--- config.mk ---
export PLATFORM = sky130hd
export DESIGN_NAME = mmio_peripheral_responder
export DESIGN_NICKNAME = d
export VERILOG_FILES = /design/src/rtl/mmio_pkg.sv /design/src/rtl/mmio_timer.sv /design/src/rtl/mmio_peripheral_responder.sv
export SDC_FILE = /design/constraint.sdc
export NUM_CORES = 1
export LEC_CHECK = 0
export BUFFER_PORTS_ARGS = -buffer_cell sky130_fd_sc_hd__buf_2
export CAP_MARGIN = 20
export CORE_UTILIZATION = 59
export DETAILED_ROUTE_END_ITERATION = 16
export PLACE_DENSITY = 0.86
export SETUP_SLACK_MARGIN = 0.15
export SYNTH_ARGS = -nofsm -noshare
export SYNTH_HDL_FRONTEND = slang
export SYNTH_SLANG_ARGS = --single-unit
--- constraint.sdc ---
create_clock -name clk -period 7.9 [get_ports clk]
set_input_delay 1.185 -clock clk [delete_from_list [all_inputs] [get_ports clk]]
set_output_delay 1.185 -clock clk [all_outputs]
set_load 0.02 [all_outputs]
--- src/rtl/mmio_pkg.sv ---
// Shared constants for the MMIO peripheral responder:
// register word offsets, TCON bit positions and DIGI width.
package mmio_pkg;

  localparam int DIGI_W = 12;

  // Word offsets, i.e. iMemAddr[4:2]
  localparam logic [2:0] OFS_TH      = 3'd0;
  localparam logic [2:0] OFS_TL      = 3'd1;
  localparam logic [2:0] OFS_TCON    = 3'd2;
  localparam logic [2:0] OFS_LED     = 3'd3;
  localparam logic [2:0] OFS_SWITCH  = 3'd4;
  localparam logic [2:0] OFS_DIGI    = 3'd5;
  localparam logic [2:0] OFS_SYSTICK = 3'd6;

  localparam int TCON_RUN = 0;
  localparam int TCON_IE  = 1;
  localparam int TCON_IS  = 2;

endpackage

--- src/rtl/mmio_timer.sv ---
// Reloading 32-bit timer: TH reload value, TL count, TCON {IS,IE,RUN}.
// Ports: clk, reset, wr_*_i write strobes, wdata_i, th_o/tl_o/tcon_o.
module mmio_timer
  import mmio_pkg::*;
(
  input  logic        clk,
  input  logic        reset,
  input  logic        wr_th_i,
  input  logic        wr_tl_i,
  input  logic        wr_tcon_i,
  input  logic [31:0] wdata_i,
  output logic [31:0] th_o,
  output logic [31:0] tl_o,
  output logic [2:0]  tcon_o
);

  logic [31:0] th_q, th_d;
  logic [31:0] tl_q, tl_d;
  logic [2:0]  tcon_q, tcon_d;
  logic        ovf;

  assign ovf = tcon_q[TCON_RUN] & (tl_q == 32'hFFFF_FFFF);

  always_comb begin
    th_d   = wr_th_i ? wdata_i : th_q;
    tl_d   = tl_q;
    tcon_d = tcon_q;
    if (tcon_q[TCON_RUN]) begin
      // reload takes the pre-write TH
      tl_d = ovf ? th_q : tl_q + 32'd1;
    end
    if (wr_tl_i) begin
      tl_d = wdata_i;
    end
    if (wr_tcon_i) begin
      tcon_d = wdata_i[2:0];
    end
    // overflow set wins over a software clear
    if (ovf && tcon_q[TCON_IE]) begin
      tcon_d[TCON_IS] = 1'b1;
    end
  end

  always_ff @(posedge clk or posedge reset) begin
    if (reset) begin
      th_q   <= '0;
      tl_q   <= '0;
      tcon_q <= '0;
    end else begin
      th_q   <= th_d;
      tl_q   <= tl_d;
      tcon_q <= tcon_d;
    end
  end

  assign th_o   = th_q;
  assign tl_o   = tl_q;
  assign tcon_o = tcon_q;

endmodule

--- src/rtl/mmio_peripheral_responder.sv ---
// MMIO responder: 32-byte window with timer, LED, switch, 7-seg, SYSTICK.
// Ports: clk, reset (async high), iMem* bus, oMemReadData, oInterrupt,
// oLed, oDigi, iSwitch. Macro MMIO_SYSTICK_EN adds the SYSTICK counter.
module mmio_peripheral_responder
  import mmio_pkg::*;
#(
  parameter logic [31:0] BASE_ADDR = 32'h4000_0000,
  parameter int          LED_W     = 8,
  parameter int          SW_W      = 8
) (
  input  logic              clk,
  input  logic              reset,
  input  logic [31:0]       iMemAddr,
  input  logic              iMemRead,
  input  logic              iMemWrite,
  input  logic [31:0]       iMemWriteData,
  output logic [31:0]       oMemReadData,
  output logic              oInterrupt,
  output logic [LED_W-1:0]  oLed,
  output logic [DIGI_W-1:0] oDigi,
  input  logic [SW_W-1:0]   iSwitch
);

  logic              hit;
  logic              wr;
  logic [2:0]        ofs;
  logic [31:0]       th, tl;
  logic [2:0]        tcon;
  logic [LED_W-1:0]  led_q, led_d;
  logic [DIGI_W-1:0] digi_q, digi_d;
  logic [SW_W-1:0]   sw_meta_q, sw_sync_q;
  logic [31:0]       rdata;

  assign hit = (iMemAddr[31:5] == BASE_ADDR[31:5])
             & (iMemAddr[1:0] == 2'b00);
  assign ofs = iMemAddr[4:2];
  assign wr  = iMemWrite & hit;

  mmio_timer u_timer (
    .clk       (clk),
    .reset     (reset),
    .wr_th_i   (wr && ofs == OFS_TH),
    .wr_tl_i   (wr && ofs == OFS_TL),
    .wr_tcon_i (wr && ofs == OFS_TCON),
    .wdata_i   (iMemWriteData),
    .th_o      (th),
    .tl_o      (tl),
    .tcon_o    (tcon)
  );

  always_comb begin
    led_d  = led_q;
    digi_d = digi_q;
    if (wr && ofs == OFS_LED) begin
      led_d = iMemWriteData[LED_W-1:0];
    end
    if (wr && ofs == OFS_DIGI) begin
      digi_d = iMemWriteData[DIGI_W-1:0];
    end
  end

  always_ff @(posedge clk or posedge reset) begin
    if (reset) begin
      led_q     <= '0;
      digi_q    <= '0;
      sw_meta_q <= '0;
      sw_sync_q <= '0;
    end else begin
      led_q     <= led_d;
      digi_q    <= digi_d;
      sw_meta_q <= iSwitch;
      sw_sync_q <= sw_meta_q;
    end
  end

`ifdef MMIO_SYSTICK_EN
  logic [31:0] systick_q, systick_d;

  assign systick_d = systick_q + 32'd1;

  always_ff @(posedge clk or posedge reset) begin
    if (reset) begin
      systick_q <= '0;
    end else begin
      systick_q <= systick_d;
    end
  end
`endif

  always_comb begin
    rdata = '0;
    if (iMemRead && hit) begin
      unique case (ofs)
        OFS_TH:      rdata = th;
        OFS_TL:      rdata = tl;
        OFS_TCON:    rdata = 32'(tcon);
        OFS_LED:     rdata = 32'(led_q);
        OFS_SWITCH:  rdata = 32'(sw_sync_q);
        OFS_DIGI:    rdata = 32'(digi_q);
`ifdef MMIO_SYSTICK_EN
        OFS_SYSTICK: rdata = systick_q;
`endif
        default:     rdata = '0;
      endcase
    end
  end

  assign oMemReadData = rdata;
  assign oInterrupt   = tcon[TCON_IS] & tcon[TCON_IE];
  assign oLed         = led_q;
  assign oDigi        = digi_q;

endmodule

# ---- Yosys cells after proc, flatten, opt, wreduce, memory -nomap -nowiden
# Index checks and enable logic that the tools add are counted.
dict set report totals {
  register_bits 103
  out_inout_bits 53
}
dict set report classes {
  add_sub_neg 1
  n_eq_ne 7
  n_mux 7
  n_bitwise 4
  reduce_logical 11
}
# op n
set ops {}
lappend ops {{32-bit case mux with 6 select lines} 1}
lappend ops {{32-bit 2-to-1 mux} 4}
lappend ops {{32-bit by 1-bit adder with 32-bit output, second input constant} 1}
lappend ops {{32-bit == test, second input constant} 1}
lappend ops {{27-bit by 26-bit == test with 1-bit output, second input constant} 1}
lappend ops {{1-bit logical AND} 7}
lappend ops {{3-bit by 2-bit == test with 1-bit output, second input constant} 2}
lappend ops {{3-bit == test, second input constant} 2}
lappend ops {{1-bit AND} 4}
lappend ops {{2-bit nonzero test} 2}
lappend ops {{3-bit by 1-bit == test with 1-bit output, second input constant} 1}
lappend ops {{3-bit zero test} 1}
lappend ops {{3-bit 2-to-1 mux} 1}
lappend ops {{2-bit zero test} 1}
lappend ops {{1-bit 2-to-1 mux} 1}

# ---- Logic depth before layout (Yosys ltp)
dict set report depth {
  ltp_word 6
  ltp_mapped 9
  depth_no_buf 6
}

# ---- By module
# Synthesis repeated with hierarchy kept, for this count alone.
dict set report unflattened {
  cells_unflattened 552
  area_unflattened_um2 5840.6
}
# module instances cells_per_inst area_per_inst_um2
set modules_own_cells {}
lappend modules_own_cells {mmio_timer 1 366 3759.9}
lappend modules_own_cells {mmio_peripheral_responder 1 186 2080.7}

# ---- Worst setup path before layout
# Ideal clock, no wire load.
dict set report synth_path {
  path_type {input-to-output}
  startpoint {in iMemAddr[5]}
  endpoint {out oMemReadData[10]}
  arrival_ps 2932
  setup_slack_ps 3783
  stages 5
  path_cell_list {or4_1 > nor4b_2 > nand3_1 > clkbuf_1 > nor3_1}
}
dict set report synth_between {
  elab_chain_len 4
}
# item line_no
set synth_lines {}
lappend synth_lines {{from (decl)} mmio_peripheral_responder.sv:13} ;# input logic [31:0] iMemAddr,
lappend synth_lines {{27-bit by 26-bit == test with 1-bit output} mmio_peripheral_responder.sv:34} ;# assign hit = (iMemAddr[31:5] == BASE_ADDR[31:5])
lappend synth_lines {{1-bit AND} mmio_peripheral_responder.sv:35} ;# & (iMemAddr[1:0] == 2'b00);
lappend synth_lines {{1-bit logical AND} mmio_peripheral_responder.sv:92} ;# if (iMemRead && hit) begin
lappend synth_lines {{32-bit 2-to-1 mux} mmio_peripheral_responder.sv:92}
lappend synth_lines {{to (decl)} mmio_peripheral_responder.sv:17} ;# output logic [31:0] oMemReadData,
# No other way between the ends.

# ---- Worst setup path in the final report
dict set report layout_path {
  startpoint {in iMemAddr[5]}
  endpoint {out oMemReadData[18]}
}
# The elaborated chain is that of the path after synthesis.

==> impl_metrics.xml <==
<?xml version="1.0" encoding="UTF-8"?>
<metrics>
  <group name="status">
    <metric name="outcome" unit="">finished clean</metric>
  </group>
  <group name="placement">
    <metric name="port_buffers" unit="">128</metric>
    <metric name="placed_wire_length_estimate_after_detailed_placement" unit="um">11400</metric>
    <metric name="place_congestion" unit="">0.934</metric>
  </group>
  <group name="timing">
    <metric name="slew_headroom" unit="">0.282</metric>
    <metric name="least_margin_pin_slew" unit="ns">1.08</metric>
    <metric name="timing.final.setup_violations" unit="">0</metric>
    <metric name="grt_setup_unrepaired" unit="">false</metric>
    <metric name="slew_viol_final" unit="">0</metric>
    <metric name="final.period_utilization" unit="">0.631</metric>
    <metric name="finalWorstPathRequiredPeriod" unit="ns">4.98</metric>
    <metric name="timing.final.hold_violations" unit="">0</metric>
    <metric name="worst_clk_skew" unit="ns">0.0116</metric>
    <metric name="setup_tns" unit="ns">0</metric>
    <metric name="maxClockFrequency" unit="MHz">201</metric>
  </group>
  <group name="setup_path">
    <metric name="timing.critical_path.fanout_max" unit="">21</metric>
    <metric name="critical_path_class" unit="">in -&gt; out</metric>
    <metric name="timing.critical_path.from_type" unit="">input pin</metric>
    <metric name="critPathRequiredTime" unit="ns">6.71</metric>
    <metric name="timing.critical_path.to_type" unit="">output port</metric>
    <metric name="worst-endpoint-arrival" unit="ns">3.80</metric>
  </group>
  <group name="die">
    <metric name="core-area" unit="um2">9730</metric>
    <metric name="initial_utilization" unit="">0.605</metric>
    <metric name="count_of_pins_on_the_block_boundary" unit="">129</metric>
    <metric name="die_w" unit="um">102</metric>
    <metric name="die-area" unit="um2">10400</metric>
    <metric name="row_count" unit="">36</metric>
    <metric name="die-height" unit="um">102</metric>
  </group>
  <group name="cells_and_area">
    <metric name="layout-drive-gt1-share" unit="">0.297</metric>
    <metric name="syn_to_final_growth" unit="%">14.0</metric>
    <metric name="antenna-diode-count" unit="">0</metric>
    <metric name="num-nets-final" unit="">760</metric>
  </group>
  <group name="synth">
    <metric name="yosysWarningCount" unit="">0</metric>
    <metric name="synthArstFlopShare" unit="">1.00</metric>
    <metric name="syn-mean-instance-area" unit="um2">10.1</metric>
    <metric name="synth_enable_flop_cells" unit="">0</metric>
    <metric name="synth_nets" unit="">661</metric>
    <metric name="netlist_instances" unit="">584</metric>
    <metric name="synth.cell_area" unit="um2">5890</metric>
    <metric name="yosys_register_bits" unit="">103</metric>
    <metric name="postSynth.topFlopCell" unit="">sky130_fd_sc_hd__dfrtp_1</metric>
    <metric name="synth.yosys.seq_area_share" unit="">0.438</metric>
    <metric name="synth_unique_cells" unit="">71</metric>
  </group>
  <group name="detailed_routing">
    <metric name="number_of_nets_with_antenna_violations_after_routing" unit="">0</metric>
    <metric name="wl" unit="um">16400</metric>
    <metric name="drt_first_pass_iters" unit="">5</metric>
    <metric name="wl_met3" unit="um">1430</metric>
    <metric name="highest-signal-layer" unit="">met4</metric>
    <metric name="route.detailed.vias_per_inst" unit="">6.60</metric>
    <metric name="drt_first_iter_violations" unit="">385</metric>
    <metric name="detail_route.wl_per_cell" unit="um">20.0</metric>
    <metric name="vias" unit="">5412</metric>
    <metric name="wirelength_met1" unit="um">6510</metric>
    <metric name="drt_drc_violations_left" unit="">0</metric>
    <metric name="met2_wirelength" unit="um">8050</metric>
  </group>
  <group name="pwr">
    <metric name="cellInternalPower" unit="uW">676</metric>
    <metric name="share_clk_of_total_power" unit="">0.356</metric>
    <metric name="net-switching-power" unit="uW">239</metric>
    <metric name="p_leak" unit="uW">0.00300</metric>
    <metric name="vdd.ir_drop.worst" unit="uV">139</metric>
    <metric name="totalPowerFinal" unit="uW">914</metric>
    <metric name="switching_part_of_the_total" unit="">0.261</metric>
    <metric name="pwr_density_cell" unit="nW/um2">136</metric>
    <metric name="share_seq_of_total_power" unit="">0.582</metric>
    <metric name="power_frac_comb" unit="">0.063</metric>
  </group>
  <group name="clock_tree">
    <metric name="clkSlewWorstSetupHoldPaths" unit="ns">0.11</metric>
    <metric name="tritoncts" unit="">done</metric>
    <metric name="numCtsBuffers" unit="">9</metric>
    <metric name="h-tree-depth" unit="">3</metric>
    <metric name="max-clock-path-buffers" unit="">2</metric>
    <metric name="postCtsSetupBuffers" unit="">0</metric>
    <metric name="cts.repair.resized" unit="">0</metric>
    <metric name="clock_sinks" unit="">103</metric>
    <metric name="clk_latency" unit="ns">0.38</metric>
    <metric name="cts-hold-fix-buffers" unit="">0</metric>
    <metric name="cts_root_cell" unit="">sky130_fd_sc_hd__clkbuf_8</metric>
  </group>
  <group name="grt">
    <metric name="grt_pass1_vias" unit="">5255</metric>
    <metric name="grt_antenna_before_repair" unit="">0</metric>
    <metric name="grt_first_pass_wirelength" unit="um">26500</metric>
    <metric name="globalRouteTotalUtil" unit="">0.333</metric>
    <metric name="globalRouteOverflowTotal" unit="">0</metric>
    <metric name="grt_start_max_net_pins" unit="">61</metric>
  </group>
  <group name="flow_run">
    <metric name="drv.max_cap_violation_count" unit="">0</metric>
  </group>
  <group name="min_path">
    <metric name="timing.hold.worst.class" unit="">reg -&gt; reg</metric>
  </group>
</metrics>
==> kinds of logic after synthesis <==
kind of cell	after synthesis	share of synthesized area
AND/OR/NAND/NOR	209	0.197
AO/OA/AOI/OAI	139	0.164
flip-flops	103	0.438
XOR/XNOR	6	0.00892
multiplexers	72	0.148
adder cells (fa/ha/maj)	1	0.00212
buffers and inverters	54	0.0425
==> final timing paths <==
kind	start	end	slack, ns	depth (start not counted)
setup / recovery	iMemAddr[5]	oMemReadData[18]	2.92	7
hold / removal	sw_meta_q[5]	sw_sync_q[5]	0.36	0
setup reg to reg	u_timer.tcon_o[0]	u_timer.tl_o[30]	4.49	4
hold reg to reg	sw_meta_q[5]	sw_sync_q[5]	0.36	0
max in group asynchronous	reset	u_timer.th_o[7]	5.88	3
min in group asynchronous	reset	u_timer.th_o[24]	0.85	2
==> sequential cells by signal (all words and copies together), names as in the netlist <==
register,cells
u_timer.th_o,32
u_timer.tl_o,32
oDigi,12
oLed,8
sw_meta_q,8
sw_sync_q,8
u_timer.tcon_o,3
==> worst max-delay path: stages <==
cell and delay [ns]:
sky130_fd_sc_hd__buf_2 0.10, sky130_fd_sc_hd__or4_1 0.60, sky130_fd_sc_hd__nor4b_2 0.34, sky130_fd_sc_hd__nand3_1 0.54
sky130_fd_sc_hd__a21o_1 0.64, sky130_fd_sc_hd__nor2_1 0.21, sky130_fd_sc_hd__buf_2 0.18
==> Yosys cell counts (2+ instances only) <==
master                      instances  area share
sky130_fd_sc_hd__and2_1             3      0.0032
sky130_fd_sc_hd__o21ai_1            4      0.0034
sky130_fd_sc_hd__and4_1             8       0.012
sky130_fd_sc_hd__buf_1              3      0.0019
sky130_fd_sc_hd__a21o_1             3      0.0038
sky130_fd_sc_hd__nor3b_1            2      0.0025
sky130_fd_sc_hd__nor2b_1            4      0.0042
sky130_fd_sc_hd__clkbuf_2           3      0.0025
sky130_fd_sc_hd__nor4_1            20       0.021
sky130_fd_sc_hd__nand2_1           46       0.029
sky130_fd_sc_hd__or3_1              4      0.0042
sky130_fd_sc_hd__a21boi_0           2      0.0025
sky130_fd_sc_hd__a311oi_1           3      0.0045
sky130_fd_sc_hd__or4_1              4      0.0051
sky130_fd_sc_hd__buf_2             14       0.012
sky130_fd_sc_hd__mux2_1            31       0.059
sky130_fd_sc_hd__a21oi_1           32       0.027
sky130_fd_sc_hd__a221oi_1           9       0.013
sky130_fd_sc_hd__nand4_1           17       0.018
sky130_fd_sc_hd__and3_1             3      0.0032
sky130_fd_sc_hd__a22oi_1           27       0.034
sky130_fd_sc_hd__mux2i_1            7       0.012
sky130_fd_sc_hd__nor2_1            48       0.031
sky130_fd_sc_hd__or4_4              4      0.0076
sky130_fd_sc_hd__buf_4              2      0.0025
sky130_fd_sc_hd__o31ai_1            5      0.0064
sky130_fd_sc_hd__buf_6              2      0.0038
sky130_fd_sc_hd__dfrtp_1          103        0.44
sky130_fd_sc_hd__mux4_2             6       0.023
sky130_fd_sc_hd__a211o_1            4      0.0059
sky130_fd_sc_hd__mux2_2            28       0.054
sky130_fd_sc_hd__o21ai_0           19       0.016
sky130_fd_sc_hd__clkbuf_1          20       0.013
sky130_fd_sc_hd__nor3_1            15       0.013
sky130_fd_sc_hd__a31oi_1            6      0.0064
sky130_fd_sc_hd__xnor2_1            5      0.0074
sky130_fd_sc_hd__a2bb2oi_1          2      0.0030
sky130_fd_sc_hd__inv_1              8      0.0051
sky130_fd_sc_hd__nand3_1           16       0.014
sky130_fd_sc_hd__o21a_1             5      0.0064
sky130_fd_sc_hd__nor4_2             2      0.0042
sky130_fd_sc_hd__or2_2              2      0.0021
sky130_fd_sc_hd__o31a_1             4      0.0059
sky130_fd_sc_hd__a211oi_1           2      0.0025
==> stage by stage <==
| stage | area (um2) | instances | worst slack, ns | hold slack, ns | util |
|---|---|---|---|---|---|
| finish | 6710 | 820 | 2.92 | 0.358 | 0.690 |
| floorplan | 5890 | 584 | 3.78 | 0.331 | - |
| CTS | 6710 | 820 | 3.00 | 0.361 | 0.690 |
| global placement | 6530 | 805 | 3.12 | 0.331 | 0.671 |
| global route | 6710 | 820 | 2.78 | 0.368 | 0.690 |
| detailed placement | 6530 | 805 | 3.01 | 0.335 | 0.671 |
==> power groups by stage <==
stage	Clock, uW	Combinational (uW)	Sequential [uW]
after floorplan	0	25.8	542
after global placement	0	55.0	542
after detailed placement	0	57.2	542
after CTS	327	57.4	532
after global routing	348	62.7	533
final	325	57.2	532
==> cells in the final DEF, fill, tap and decap left out, types with 6 or more instances in the layout <==
cell type                  netlist  final
sky130_fd_sc_hd__nand3_1        16     16
sky130_fd_sc_hd__nand4_1        17     17
sky130_fd_sc_hd__mux4_2          6      6
sky130_fd_sc_hd__buf_2          14    128
sky130_fd_sc_hd__and4_1          8      8
sky130_fd_sc_hd__mux2_1         31     31
sky130_fd_sc_hd__a21oi_1        32     32
sky130_fd_sc_hd__a221oi_1        9      9
sky130_fd_sc_hd__mux2_2         28     28
sky130_fd_sc_hd__o21ai_0        19     19
sky130_fd_sc_hd__nand2_1        46     46
sky130_fd_sc_hd__nor2_1         48     48
sky130_fd_sc_hd__nor4_1         20     20
sky130_fd_sc_hd__nor3_1         15     14
sky130_fd_sc_hd__a31oi_1         6      6
sky130_fd_sc_hd__a22oi_1        27     27
sky130_fd_sc_hd__clkbuf_8        0      9
sky130_fd_sc_hd__mux2i_1         7      7
sky130_fd_sc_hd__dfrtp_1       103    103
sky130_fd_sc_hd__inv_1           8      7
==> layout make-up <==
type,count,area (um2)
Inverter,9,36.3
Multi-Input combinational cell,427,3070
Clock buffer,9,124
Tap cell,133,166
Timing Repair Buffer,133,678
Clock inverter,6,62.6
Fill cell,778,3020
Sequential cell,103,2580
==> metal layers <==
| layer | track usage | up-vias |
|---|---|---|
| li1 | - | 2410 |
| met1 | 0.433 | 2627 |
| met2 | 0.550 | 325 |
| met3 | 0.0663 | 50 |
| met4 | 0.134 | 0 |
| met5 | 0 | - |
No activity file was read; power rests on OpenSTA's default activity.
